==> src/rtl/pipe_pkg.sv <==
`default_nettype none
// ============================================================================
//  Module      : pipe_pkg
//  Description : Shared types and constants for the pipeline stage register:
//                occupancy-encoded state values and the NOP control word.
//  Revision    : 1.0  initial release
// ============================================================================
package pipe_pkg;

    // Skid state is encoded directly as the number of held entries, so the
    // state register doubles as the occupancy output.
    typedef enum logic [1:0] {
        ST_EMPTY = 2'd0,
        ST_ONE   = 2'd1,
        ST_TWO   = 2'd2
    } state_t;

    // Widest control bundle supported; users slice the low CTRL_W bits.
    localparam int C_MAX_CTRL_W = 64;

    // All-zero control word: a bubble presented downstream behaves as a NOP.
    localparam logic [C_MAX_CTRL_W-1:0] C_NOP_CTRL = '0;

endpackage : pipe_pkg
`default_nettype wire

==> src/rtl/pipe_stage_if.sv <==
`default_nettype none
// ============================================================================
//  Module      : pipe_stage_if
//  Description : Handshake bundle around one pipeline stage boundary. The
//                slave modport is the stage itself; master is the environment
//                (upstream producer, downstream consumer and flush source).
//  Revision    : 1.0  initial release
// ============================================================================
interface pipe_stage_if #(
    parameter int DATA_W = 16,
    parameter int CTRL_W = 9
);
    logic              in_valid;
    logic              in_ready;
    logic [DATA_W-1:0] in_data;
    logic [CTRL_W-1:0] in_ctrl;
    logic              flush;
    logic              out_valid;
    logic              out_ready;
    logic [DATA_W-1:0] out_data;
    logic [CTRL_W-1:0] out_ctrl;
    logic [1:0]        occupancy;

    modport slave (
        input  in_valid, in_data, in_ctrl, flush, out_ready,
        output in_ready, out_valid, out_data, out_ctrl, occupancy
    );

    modport master (
        output in_valid, in_data, in_ctrl, flush, out_ready,
        input  in_ready, out_valid, out_data, out_ctrl, occupancy
    );
endinterface : pipe_stage_if
`default_nettype wire

==> src/rtl/pipe_slot.sv <==
`default_nettype none
// ============================================================================
//  Module      : pipe_slot
//  Description : One pipeline entry: valid, data and control registers with
//                load and clear. Clear wins over load and zeroes everything,
//                so an empty slot always holds a NOP.
//  Revision    : 1.0  initial release
// ============================================================================
module pipe_slot
    import pipe_pkg::*;
#(
    parameter int DATA_W = 16,
    parameter int CTRL_W = 9
) (
    input  wire logic              clk,
    input  wire logic              rst,
    input  wire logic              load,
    input  wire logic              clear,
    input  wire logic [DATA_W-1:0] d_data,
    input  wire logic [CTRL_W-1:0] d_ctrl,
    output logic                   valid,
    output logic      [DATA_W-1:0] data,
    output logic      [CTRL_W-1:0] ctrl
);

    logic              r_valid;
    logic [DATA_W-1:0] r_data;
    logic [CTRL_W-1:0] r_ctrl;

    // Entry register: clear has priority so flush/drain leaves a clean NOP.
    always_ff @(posedge clk or posedge rst) begin
        if (rst) begin
            r_valid <= 1'b0;
            r_data  <= '0;
            r_ctrl  <= C_NOP_CTRL[CTRL_W-1:0];
        end else if (clear) begin
            r_valid <= 1'b0;
            r_data  <= '0;
            r_ctrl  <= C_NOP_CTRL[CTRL_W-1:0];
        end else if (load) begin
            r_valid <= 1'b1;
            r_data  <= d_data;
            r_ctrl  <= d_ctrl;
        end
    end

    assign valid = r_valid;
    assign data  = r_data;
    assign ctrl  = r_ctrl;

endmodule : pipe_slot
`default_nettype wire

==> src/rtl/pipe_stage.sv <==
`default_nettype none
// ============================================================================
//  Module      : pipe_stage
//  Description : Pipeline stage register with valid/ready back-pressure and
//                flush. SKID=1 holds up to two entries and drives in_ready
//                purely from the state register; SKID=0 holds one entry and
//                drives in_ready combinationally from out_ready.
//  Revision    : 1.0  initial release
// ============================================================================
module pipe_stage
    import pipe_pkg::*;
#(
    parameter int DATA_W = 16,
    parameter int CTRL_W = 9,
    parameter int SKID   = 1
) (
    input  wire logic   clk,
    input  wire logic   rst,
    pipe_stage_if.slave bus
);

    logic              w_in_ready;
    logic              w_push;
    logic              w_pop;
    logic              w_head_load;
    logic              w_head_clear;
    logic [DATA_W-1:0] w_head_d_data;
    logic [CTRL_W-1:0] w_head_d_ctrl;
    logic              w_head_valid;
    logic [DATA_W-1:0] w_head_data;
    logic [CTRL_W-1:0] w_head_ctrl;
    logic [1:0]        w_occupancy;

    // An input offered during flush is never accepted.
    assign w_push = bus.in_valid & w_in_ready & ~bus.flush;
    assign w_pop  = w_head_valid & bus.out_ready;

    pipe_slot #(
        .DATA_W (DATA_W),
        .CTRL_W (CTRL_W)
    ) u_head (
        .clk    (clk),
        .rst    (rst),
        .load   (w_head_load),
        .clear  (w_head_clear),
        .d_data (w_head_d_data),
        .d_ctrl (w_head_d_ctrl),
        .valid  (w_head_valid),
        .data   (w_head_data),
        .ctrl   (w_head_ctrl)
    );

    generate
        if (SKID != 0) begin : g_skid
            state_t            r_state;
            state_t            w_state_nxt;
            logic              w_head_sel_skid;
            logic              w_skid_load;
            logic              w_skid_clear;
            logic              w_skid_valid;
            logic [DATA_W-1:0] w_skid_data;
            logic [CTRL_W-1:0] w_skid_ctrl;

            pipe_slot #(
                .DATA_W (DATA_W),
                .CTRL_W (CTRL_W)
            ) u_skid (
                .clk    (clk),
                .rst    (rst),
                .load   (w_skid_load),
                .clear  (w_skid_clear),
                .d_data (bus.in_data),
                .d_ctrl (bus.in_ctrl),
                .valid  (w_skid_valid),
                .data   (w_skid_data),
                .ctrl   (w_skid_ctrl)
            );

            // State register; its value is also the occupancy count.
            always_ff @(posedge clk or posedge rst) begin
                if (rst) begin
                    r_state <= ST_EMPTY;
                end else begin
                    r_state <= w_state_nxt;
                end
            end

            // Next state and slot control. The head always holds the oldest
            // entry; the skid only catches the one push that lands while the
            // head is stalled, and refills the head when that drains.
            always_comb begin
                w_state_nxt     = r_state;
                w_head_load     = 1'b0;
                w_head_clear    = 1'b0;
                w_head_sel_skid = 1'b0;
                w_skid_load     = 1'b0;
                w_skid_clear    = 1'b0;
                if (bus.flush) begin
                    w_state_nxt  = ST_EMPTY;
                    w_head_clear = 1'b1;
                    w_skid_clear = 1'b1;
                end else begin
                    case (r_state)
                        ST_EMPTY: begin
                            if (w_push) begin
                                w_head_load = 1'b1;
                                w_state_nxt = ST_ONE;
                            end
                        end
                        ST_ONE: begin
                            if (w_push && !w_pop) begin
                                w_skid_load = 1'b1;
                                w_state_nxt = ST_TWO;
                            end else if (w_push && w_pop) begin
                                w_head_load = 1'b1;
                            end else if (w_pop) begin
                                w_head_clear = 1'b1;
                                w_state_nxt  = ST_EMPTY;
                            end
                        end
                        ST_TWO: begin
                            if (w_pop && w_skid_valid) begin
                                w_head_load     = 1'b1;
                                w_head_sel_skid = 1'b1;
                                w_skid_clear    = 1'b1;
                                w_state_nxt     = ST_ONE;
                            end
                        end
                        default: begin
                            w_state_nxt  = ST_EMPTY;
                            w_head_clear = 1'b1;
                            w_skid_clear = 1'b1;
                        end
                    endcase
                end
            end

            // Head load source: the waiting skid entry, else the upstream bus.
            assign w_head_d_data = w_head_sel_skid ? w_skid_data : bus.in_data;
            assign w_head_d_ctrl = w_head_sel_skid ? w_skid_ctrl : bus.in_ctrl;

            // Registered ready: stalls never ripple combinationally upstream.
            assign w_in_ready  = (r_state != ST_TWO);
            assign w_occupancy = r_state;
        end else begin : g_single
            // Single entry: load on push, drop to empty on pop without push.
            always_comb begin
                w_head_load  = w_push;
                w_head_clear = bus.flush | (w_pop & ~w_push);
            end

            assign w_head_d_data = bus.in_data;
            assign w_head_d_ctrl = bus.in_ctrl;

            assign w_in_ready  = ~w_head_valid | bus.out_ready;
            assign w_occupancy = {1'b0, w_head_valid};
        end
    endgenerate

    // Outputs come only from registers; an empty stage presents a NOP.
    assign bus.in_ready  = w_in_ready;
    assign bus.out_valid = w_head_valid;
    assign bus.out_data  = w_head_valid ? w_head_data : '0;
    assign bus.out_ctrl  = w_head_valid ? w_head_ctrl : C_NOP_CTRL[CTRL_W-1:0];
    assign bus.occupancy = w_occupancy;

endmodule : pipe_stage
`default_nettype wire

==> src/flat_wrapper.sv <==
// flat-port wrapper written by rule: the top's interface ports become plain ports
module pipe_stage_flat import pipe_pkg::*;
#(
    parameter int DATA_W = 16,
    parameter int CTRL_W = 9,
    parameter int SKID   = 1
)
  (clk, rst, bus_in_valid, bus_in_data, bus_in_ctrl, bus_flush, bus_out_ready, bus_in_ready, bus_out_valid, bus_out_data, bus_out_ctrl, bus_occupancy);
  pipe_stage_if #(.DATA_W(DATA_W), .CTRL_W(CTRL_W)) bus_i ();
  input  wire logic clk;
  input  wire logic rst;
  input wire logic [$bits(bus_i.in_valid)-1:0] bus_in_valid;
  input wire logic [$bits(bus_i.in_data)-1:0] bus_in_data;
  input wire logic [$bits(bus_i.in_ctrl)-1:0] bus_in_ctrl;
  input wire logic [$bits(bus_i.flush)-1:0] bus_flush;
  input wire logic [$bits(bus_i.out_ready)-1:0] bus_out_ready;
  output wire logic [$bits(bus_i.in_ready)-1:0] bus_in_ready;
  output wire logic [$bits(bus_i.out_valid)-1:0] bus_out_valid;
  output wire logic [$bits(bus_i.out_data)-1:0] bus_out_data;
  output wire logic [$bits(bus_i.out_ctrl)-1:0] bus_out_ctrl;
  output wire logic [$bits(bus_i.occupancy)-1:0] bus_occupancy;
  assign bus_i.in_valid = bus_in_valid;
  assign bus_i.in_data = bus_in_data;
  assign bus_i.in_ctrl = bus_in_ctrl;
  assign bus_i.flush = bus_flush;
  assign bus_i.out_ready = bus_out_ready;
  assign bus_in_ready = bus_i.in_ready;
  assign bus_out_valid = bus_i.out_valid;
  assign bus_out_data = bus_i.out_data;
  assign bus_out_ctrl = bus_i.out_ctrl;
  assign bus_occupancy = bus_i.occupancy;
  pipe_stage #(.DATA_W(DATA_W), .CTRL_W(CTRL_W), .SKID(SKID)) u_core (.clk(clk), .rst(rst), .bus(bus_i));
endmodule
==> config.mk <==
export PLATFORM = sky130hd
export DESIGN_NAME = pipe_stage_flat
export DESIGN_NICKNAME = d
export VERILOG_FILES = /design/src/rtl/pipe_pkg.sv /design/src/rtl/pipe_stage_if.sv /design/src/rtl/pipe_slot.sv /design/src/rtl/pipe_stage.sv /design/src/flat_wrapper.sv
export SDC_FILE = /design/constraint.sdc
export NUM_CORES = 1
export LEC_CHECK = 0
export CORE_ASPECT_RATIO = 1.2
export CORE_UTILIZATION = 47
export DETAILED_ROUTE_END_ITERATION = 8
export GPL_TIMING_DRIVEN = 0
export PLACE_DENSITY = 0.76
export SETUP_SLACK_MARGIN = 0.05
export SKIP_LAST_GASP = 1
export SLEW_MARGIN = 5
export SYNTH_ARGS = -nofsm -noshare
export SYNTH_HDL_FRONTEND = slang
export SYNTH_HIERARCHICAL = 1
export SYNTH_SLANG_ARGS = --single-unit
==> constraint.sdc <==
create_clock -name clk -period 1.8 [get_ports clk]
set_input_delay 0.36 -clock clk [delete_from_list [all_inputs] [get_ports clk]]
set_output_delay 0.36 -clock clk [all_outputs]
set_load 0.01 [all_outputs]
==> results by group, run 1 <==
Status
  – Status: finished, violations left
  – Violated checks: setup timing

Logic synthesis
  – Post-synth net total: 281
  – Synthesized area per cell: 11.71 µm²
  – Seq/Total Area, Yosys: 0.4596
  – Post-Syn Area: 0.002940 mm²
  – Cells after Synth: 251
  – Synth async-reset ratio: 1.000
  – Top_reg_cell synth: dfrtp_1
  – Post-synthesis cell type count: 29
  – EDFF count, synth: 0
  – Synth warn: 6
  – Yosys reg bits: 54

Setup path
  – Setup crit start kind: register
  – Crit Path Max Fanout: 5
  – CP required: 1.99 ns
  – Worst r2r src: u_core/u_head/valid
  – Worst setup path start: u_core/u_head/valid
  – Crit path arrival time: 2.06 ns
  – Crit end category: register
  – Critical path class: reg -> reg

STA
  – Final TNS setup: -0.5818 ns
  – Max Fclk: 534.8 MHz
  – Final setup vio count: 22
  – Max-slew headroom: 0.2716
  – Setup Skew: 0.01038 ns
  – Final min period: 1.870 ns
  – Period utilisation layout: 1.039
  – RSZ-0062 raised after global routing: true
  – Final hold vios: 0
  – Worst-margin pin slew: 1.091 ns
  – WHS: 0.2556 ns
  – Final WS setup: -0.07000 ns
  – Max Slew Vio Count: 0

Cells and area
  – P&R area growth vs syn: 28.85%
  – Fin nets: 361
  – Layout fillers: 528
  – Post-route insts no fill: 414
  – Antenna cells: 0
  – Most frequent cells in the layout: 55 x nor2_1, 52 x dfrtp_1, 51 x mux2i_1
  – Post-route cell area: 0.003789 mm²
  – Commonest non-fill, non-tap cell in the layout: nor2_1
  – Layout cells sized above 1: 0.3163

Drt
  – Remaining antenna violation count: 0
  – TritonRoute pass-1 iters: 4
  – Initial DRC count: 36
  – Final wirelength: 6034 µm
  – Via count: 2056
  – DRC errors left: 0
  – Via-per-instance ratio: 4.966
  – Avg WL per Cell: 14.57 µm

CTS
  – CTS Root Cell: clkbuf_8
  – CTS tree: built
  – Worst-Skew Late Latency: 0.30 ns
  – Clock tree buffer depth: 2
  – H-Tree Depth: 2
  – Clk sink count: 54
  – Worst-path clk slew: 0.10 ns
  – TritonCTS buffer count: 5

Placement
  – Cell area after placement: 0.003625 mm²
  – Detailed placement HPWL: 4015 µm
  – Routability cong.: 0.8098
  – Port Buf Inserts: 58
  – Placed Cells: 391

Floorplanning
  – Die Y: 88.65 µm
  – Io pins: 59
  – Die area: 0.006578 mm²
  – Row cnt: 31
  – Initial core utilization: 0.4859
  – Core ar.: 0.006051 mm²
  – Die width: 74.21 µm

Power and ir drop
  – Pwr/cell area: 659.9 mW/mm²
  – Design Power: 2.500 mW
  – Peak VDD IR: 0.0004649 V
  – Leakage power: 1.872 nW

Run
  – Max-cap violations: 0

GRT
  – Antenna violations before repair: 0
  – First-pass GRT wire length: 9735 µm
  – GR Util All Layers: 0.1976
  – Largest net degree at the start of global routing: 27
  – Vias in the first global route: 2057
  – GRT overflow: 0

Hold path
  – Worst min-delay path category: in -> async
-- registers in the layout, indices dropped and copies added, names as in the netlist --
name,count
u_core/bus.occupancy,2
u_core/g_skid.u_skid/ctrl,9
u_core/g_skid.u_skid/data,16
u_core/g_skid.u_skid/valid,1
u_core/u_head/ctrl,9
u_core/u_head/data,16
u_core/u_head/valid,1
-- through the flow --
step	setup slack, ns	utilization
after floorplan	-0.006949	-
after global placement	-0.4756	0.5990
after detailed placement	-0.5181	0.5990
after CTS	-0.07050	0.6224
after global routing	-0.1286	0.6261
final	-0.07000	0.6261
-- synth_stat cells (all sizes together) (2+ instances only) --
cell type	count	share of area
nand2b	2	0.0068
a21oi	3	0.0051
mux2i	51	0.17
buf	14	0.063
nand3	2	0.0051
clkbuf	4	0.0060
dfrtp	54	0.46
or2	2	0.0043
mux2	25	0.12
nor2	55	0.070
nor2b	2	0.0043
inv	3	0.0038
and2	25	0.055
-- path summary, 6_finish.rpt --
kind | endpoint | slack (ns) | cells after the start
setup / recovery | u_core/u_head/data[8] | -0.07 | 8
hold / removal | u_core/bus.occupancy[0] | 0.26 | 2
setup reg to reg | u_core/u_head/data[8] | -0.07 | 8
hold reg to reg | u_core/u_head/data[10] | 0.52 | 2
max in group asynchronous | u_core/g_skid.u_skid/ctrl[8] | 0.46 | 2
min in group clk | u_core/u_head/data[10] | 0.52 | 2
-- logic make-up (layout without fill, tap and decap cells) --
| kind of cell | after synthesis | in the layout | synth area share |
|---|---|---|---|
| buffers and inverters | 21 | 102 | 0.07277 |
| AND/OR/NAND/NOR | 92 | 92 | 0.1545 |
| AO/OA/AOI/OAI | 8 | 8 | 0.01830 |
| multiplexers | 76 | 76 | 0.2949 |
| flip-flops | 54 | 54 | 0.4596 |
-- power by group --
group / switching, mW / internal, mW / total (mW)
clock: 0.386 / 0.353 / 0.739
combinational: 0.208 / 0.259 / 0.468
sequential: 0.0288 / 1.26 / 1.29
-- area by class of cell --
cell class	instances	area, µm²	share of cell area
multi-input combinational	176	1391	0.3672
sequential	54	1354	0.3573
timing repair buffer	73	601.8	0.1589
buffer	18	222.7	0.05878
tap	82	102.6	0.02708
clock buffer	7	96.34	0.02543
inverter	3	11.26	0.002972
clock inverter	1	8.758	0.002312
-- worst max-delay path, cell delays in order, from the launching register on --
cell     delay (ns)
dfrtp_1        0.40
buf_6          0.12
nand3_2        0.08
or3_4          0.34
buf_6          0.15
buf_12         0.14
mux2_4         0.29
mux2i_1        0.16
nor2_1         0.07
-- timing repair --
item / CTS / global route
setup buffers: 9 / 4
endpoints found under the setup margin: 68 / 51
pin swaps: 1 / 0
gates cloned: 2 / 0
hold buffers: 0 / 0
resized for setup: 95 / 13
-- per-layer routing --
layer	vias up	global-route usage	share of wire
li1	989	-	-
met1	1018	0.2317	0.42
met2	45	0.3603	0.53
met3	4	0.03759	0.036
met4	0	0.06119	0.0096
met5	-	0	0
Note: power is estimated with default switching activity, not from simulation.
==> inputs of run 2 (changes only) <==
--- a/config.mk
+++ b/config.mk
@@ -9,7 +9,8 @@
 export CORE_UTILIZATION = 47
 export DETAILED_ROUTE_END_ITERATION = 8
 export GPL_TIMING_DRIVEN = 0
-export PLACE_DENSITY = 0.76
+export HOLD_SLACK_MARGIN = 0.05
+export PLACE_DENSITY_LB_ADDON = 0.1
 export SETUP_SLACK_MARGIN = 0.05
 export SKIP_LAST_GASP = 1
 export SLEW_MARGIN = 5
==> run 2 against run 1 <==
Against the previous run:
- the flow still finishes with violations (setup timing)
- fmax down 0.11%
- global-route usage up 1.1 points
- clock skew down 0.0015 ns
- critical endpoint is now u_core/u_head/ctrl[5]
- largest cell class unchanged
- largest power group unchanged
==> results by group, run 2 (same netlist as run 1, synthesis figures left out) <==
Drt
  – Final wirelength: 6192 µm (+2.6%)
  – Avg WL per Cell: 14.99 µm (+2.9%)
  – TritonRoute pass-1 iters: 4 (unchanged)
  – DRC errors left: 0 (unchanged)
  – Remaining antenna violation count: 0 (unchanged)
  – Via count: 2024 (-1.6%)
  – Via-per-instance ratio: 4.901 (-1.3%)
  – Initial DRC count: 76 (+110%)

Power and ir drop
  – Sw frac: 0.2521 (+0.002979)
  – Peak VDD IR: 0.0004541 V (-2.3%)
  – Pwr/cell area: 621.1 mW/mm² (-5.9%)
  – Psw: 608.7 µW (-2.3%)
  – Internal Power: 1.806 mW (-3.8%)
  – Clock Power Share: 0.262 (-0.034)
  – Share of power burned in registers: 0.536 (+0.019)
  – Leakage power: 1.920 nW (+2.6%)
  – Logic pwr share: 0.202 (+0.015)

Setup path
  – Setup crit start kind: register
  – Worst Path Buf+Inv: 2 (-1)
  – Crit end category: register
  – CP required: 1.99 ns (about the same)
  – Crit-path max cell delay: 0.42 ns (+0.02 ns)
  – CP delay by family, top: simple AND/OR/NAND/NOR gates
  – Critical path class: reg -> reg
  – R2r endpoint: u_core/u_head/ctrl[5]
  – Crit Path Max Fanout: 10 (+5)
  – Crit path arrival time: 2.06 ns (about the same)
  – Worst r2r src: u_core/bus.occupancy[0]
  – Slowest-stage cell, CP: dfrtp_2
  – CP Cell Sequence: nand2b_4 -> or3_4 -> buf_8 -> buf_12 -> mux2_4 -> mux2i_1 -> nor2_1
  – Worst R2R Path Depth: 7 (-1)
  – Worst reg-to-reg setup slack: -0.07 ns (about the same)

Floorplanning
  – Core ar.: 0.006051 mm² (unchanged)
  – Die width: 74.21 µm (unchanged)
  – Io pins: 59 (unchanged)
  – Initial core utilization: 0.4859 (unchanged)
  – Row cnt: 31 (unchanged)
  – Die Y: 88.65 µm (unchanged)
  – Die area: 0.006578 mm² (unchanged)

CTS
  – Cts hold-fix bufs: 0 (unchanged)
  – CTS Root Cell: clkbuf_8
  – Clk sink count: 54 (unchanged)
  – Worst-Skew Late Latency: 0.30 ns (about the same)
  – H-Tree Depth: 2 (unchanged)
  – Worst-path clk slew: 0.09 ns (about the same)
  – CTS tree: built
  – Clock tree buffer depth: 2 (unchanged)
  – TritonCTS buffer count: 5 (unchanged)

STA
  – RSZ-0062 raised after global routing: true
  – Period utilisation layout: 1.040 (+0.001093)
  – Final hold vios: 0 (unchanged)
  – Setup Skew: 0.008872 ns (-0.001510 ns)
  – Final WS setup: -0.07197 ns (-0.001968 ns)
  – Final setup vio count: 25 (+14%)
  – Final TNS setup: -0.3835 ns (+0.1983 ns)
  – Worst-margin pin slew: 1.136 ns (+0.04467 ns)
  – Max Fclk: 534.2 MHz (-0.11%)
  – Max-slew headroom: 0.2418 (-0.02981)
  – Final min period: 1.872 ns (+0.001968 ns)
  – Max Slew Vio Count: 0 (unchanged)

GRT
  – Antenna violations before repair: 0 (unchanged)
  – GR Util All Layers: 0.2082 (+0.01059)
  – Largest net degree at the start of global routing: 27 (unchanged)
  – GRT overflow: 0 (unchanged)
  – Vias in the first global route: 2089 (+1.6%)
  – First-pass GRT wire length: 10140 µm (+4.1%)

Cells and area
  – Layout cells sized above 1: 0.2568 (-0.05947)
  – Layout fillers: 531 (+0.57%)
  – Commonest non-fill, non-tap cell in the layout: nor2_1
  – P&R area growth vs syn: 32.21%
  – Sequential cell area: 0.001354 mm² (unchanged)
  – Multi-input logic area: 0.001403 mm² (+0.81%)
  – Antenna cells: 0 (unchanged)
  – Post-route insts no fill: 413 (-0.24%)
  – Most frequent cells in the layout: 55 x nor2_1, 52 x dfrtp_1, 50 x mux2i_1
  – Fin nets: 361 (unchanged)
  – Post-route cell area: 0.003887 mm² (+2.6%)

Placement
  – Routability cong.: 0.7767 (-4.1%)
  – Cell area after placement: 0.003625 mm² (unchanged)
  – Pre-CTS WS: -0.4787 ns (+0.03937 ns)
  – Detailed placement HPWL: 3998 µm (-0.43%)
  – Port Buf Inserts: 58 (unchanged)
  – Placed Cells: 391 (unchanged)

Status
  – Status: finished, violations left
  – Violated checks: setup timing

Run
  – Max-cap violations: 0 (unchanged)

Hold path
  – Worst min-delay path category: in -> async
-- run 2: cell count changes in the layout (fill, tap and decap cells not counted), sizes merged --
cell and change:
clkinv -1, buf -19, clkdlybuf4s50 -1, dlygate4sd2 +19, clkdlybuf4s15 +1
-- run 2: worst max path at each step --
stage                                  from                    end  slack (ns)  cells past startpoint
finish              u_core/bus.occupancy[0]  u_core/u_head/ctrl[5]       -0.07                      7
global placement              bus_out_ready  u_core/u_head/ctrl[3]       -0.46                      8
CTS                 u_core/bus.occupancy[0]  u_core/u_head/ctrl[3]       -0.06                      9
floorplan               u_core/u_head/valid  u_core/u_head/ctrl[5]      -0.007                      8
detailed placement            bus_out_ready  u_core/u_head/data[3]       -0.48                      8
global route            u_core/u_head/valid  u_core/u_head/ctrl[5]       -0.13                      8
-- run 2: repair_timing --
| action | in CTS | in global routing |
|---|---|---|
| cloned | 3 | 0 |
| endpoints found under the setup margin | 55 | 65 |
| pin swaps | 1 | 2 |
| endpoints found under the hold margin | 0 | 0 |
| setup buffers | 8 | 5 |
| gates resized for setup | 44 | 16 |
-- run 2: layout make-up --
cell class | count | share of cell area
Inverter | 3 | 0.002897
Timing Repair Buffer | 73 | 0.1838
Multi-Input combinational cell | 176 | 0.3608
Clock buffer | 7 | 0.01963
Buffer | 18 | 0.05826
Sequential cell | 54 | 0.3482
Tap cell | 82 | 0.02639
-- run 2: through the flow --
stage | power (mW) | util | hold slack, ns
detailed placement | 1.756 | 0.5990 | 0.5018
global placement | 1.749 | 0.5990 | 0.4927
finish | 2.415 | 0.6425 | 0.2589
global route | 2.537 | 0.6425 | 0.2750
CTS | 2.441 | 0.6344 | 0.2519
floorplan | 1.585 | - | 0.1011
-- run 2: per-layer routing --
layer | vias up | track usage | part of all wire
li1 | 988 | - | -
met1 | 990 | 0.2529 | 0.44
met2 | 44 | 0.3777 | 0.52
met3 | 2 | 0.03645 | 0.033
met4 | 0 | 0.05245 | 0.0040
met5 | - | 0 | 0
-- run 2: power groups by stage --
stage	logic (mW)	registers [mW]	clock network (mW)
after detailed placement	0.433	1.32	0
after global placement	0.429	1.32	0
after floorplan	0.269	1.32	0
after CTS	0.478	1.29	0.670
final	0.487	1.30	0.632
after global routing	0.531	1.30	0.705
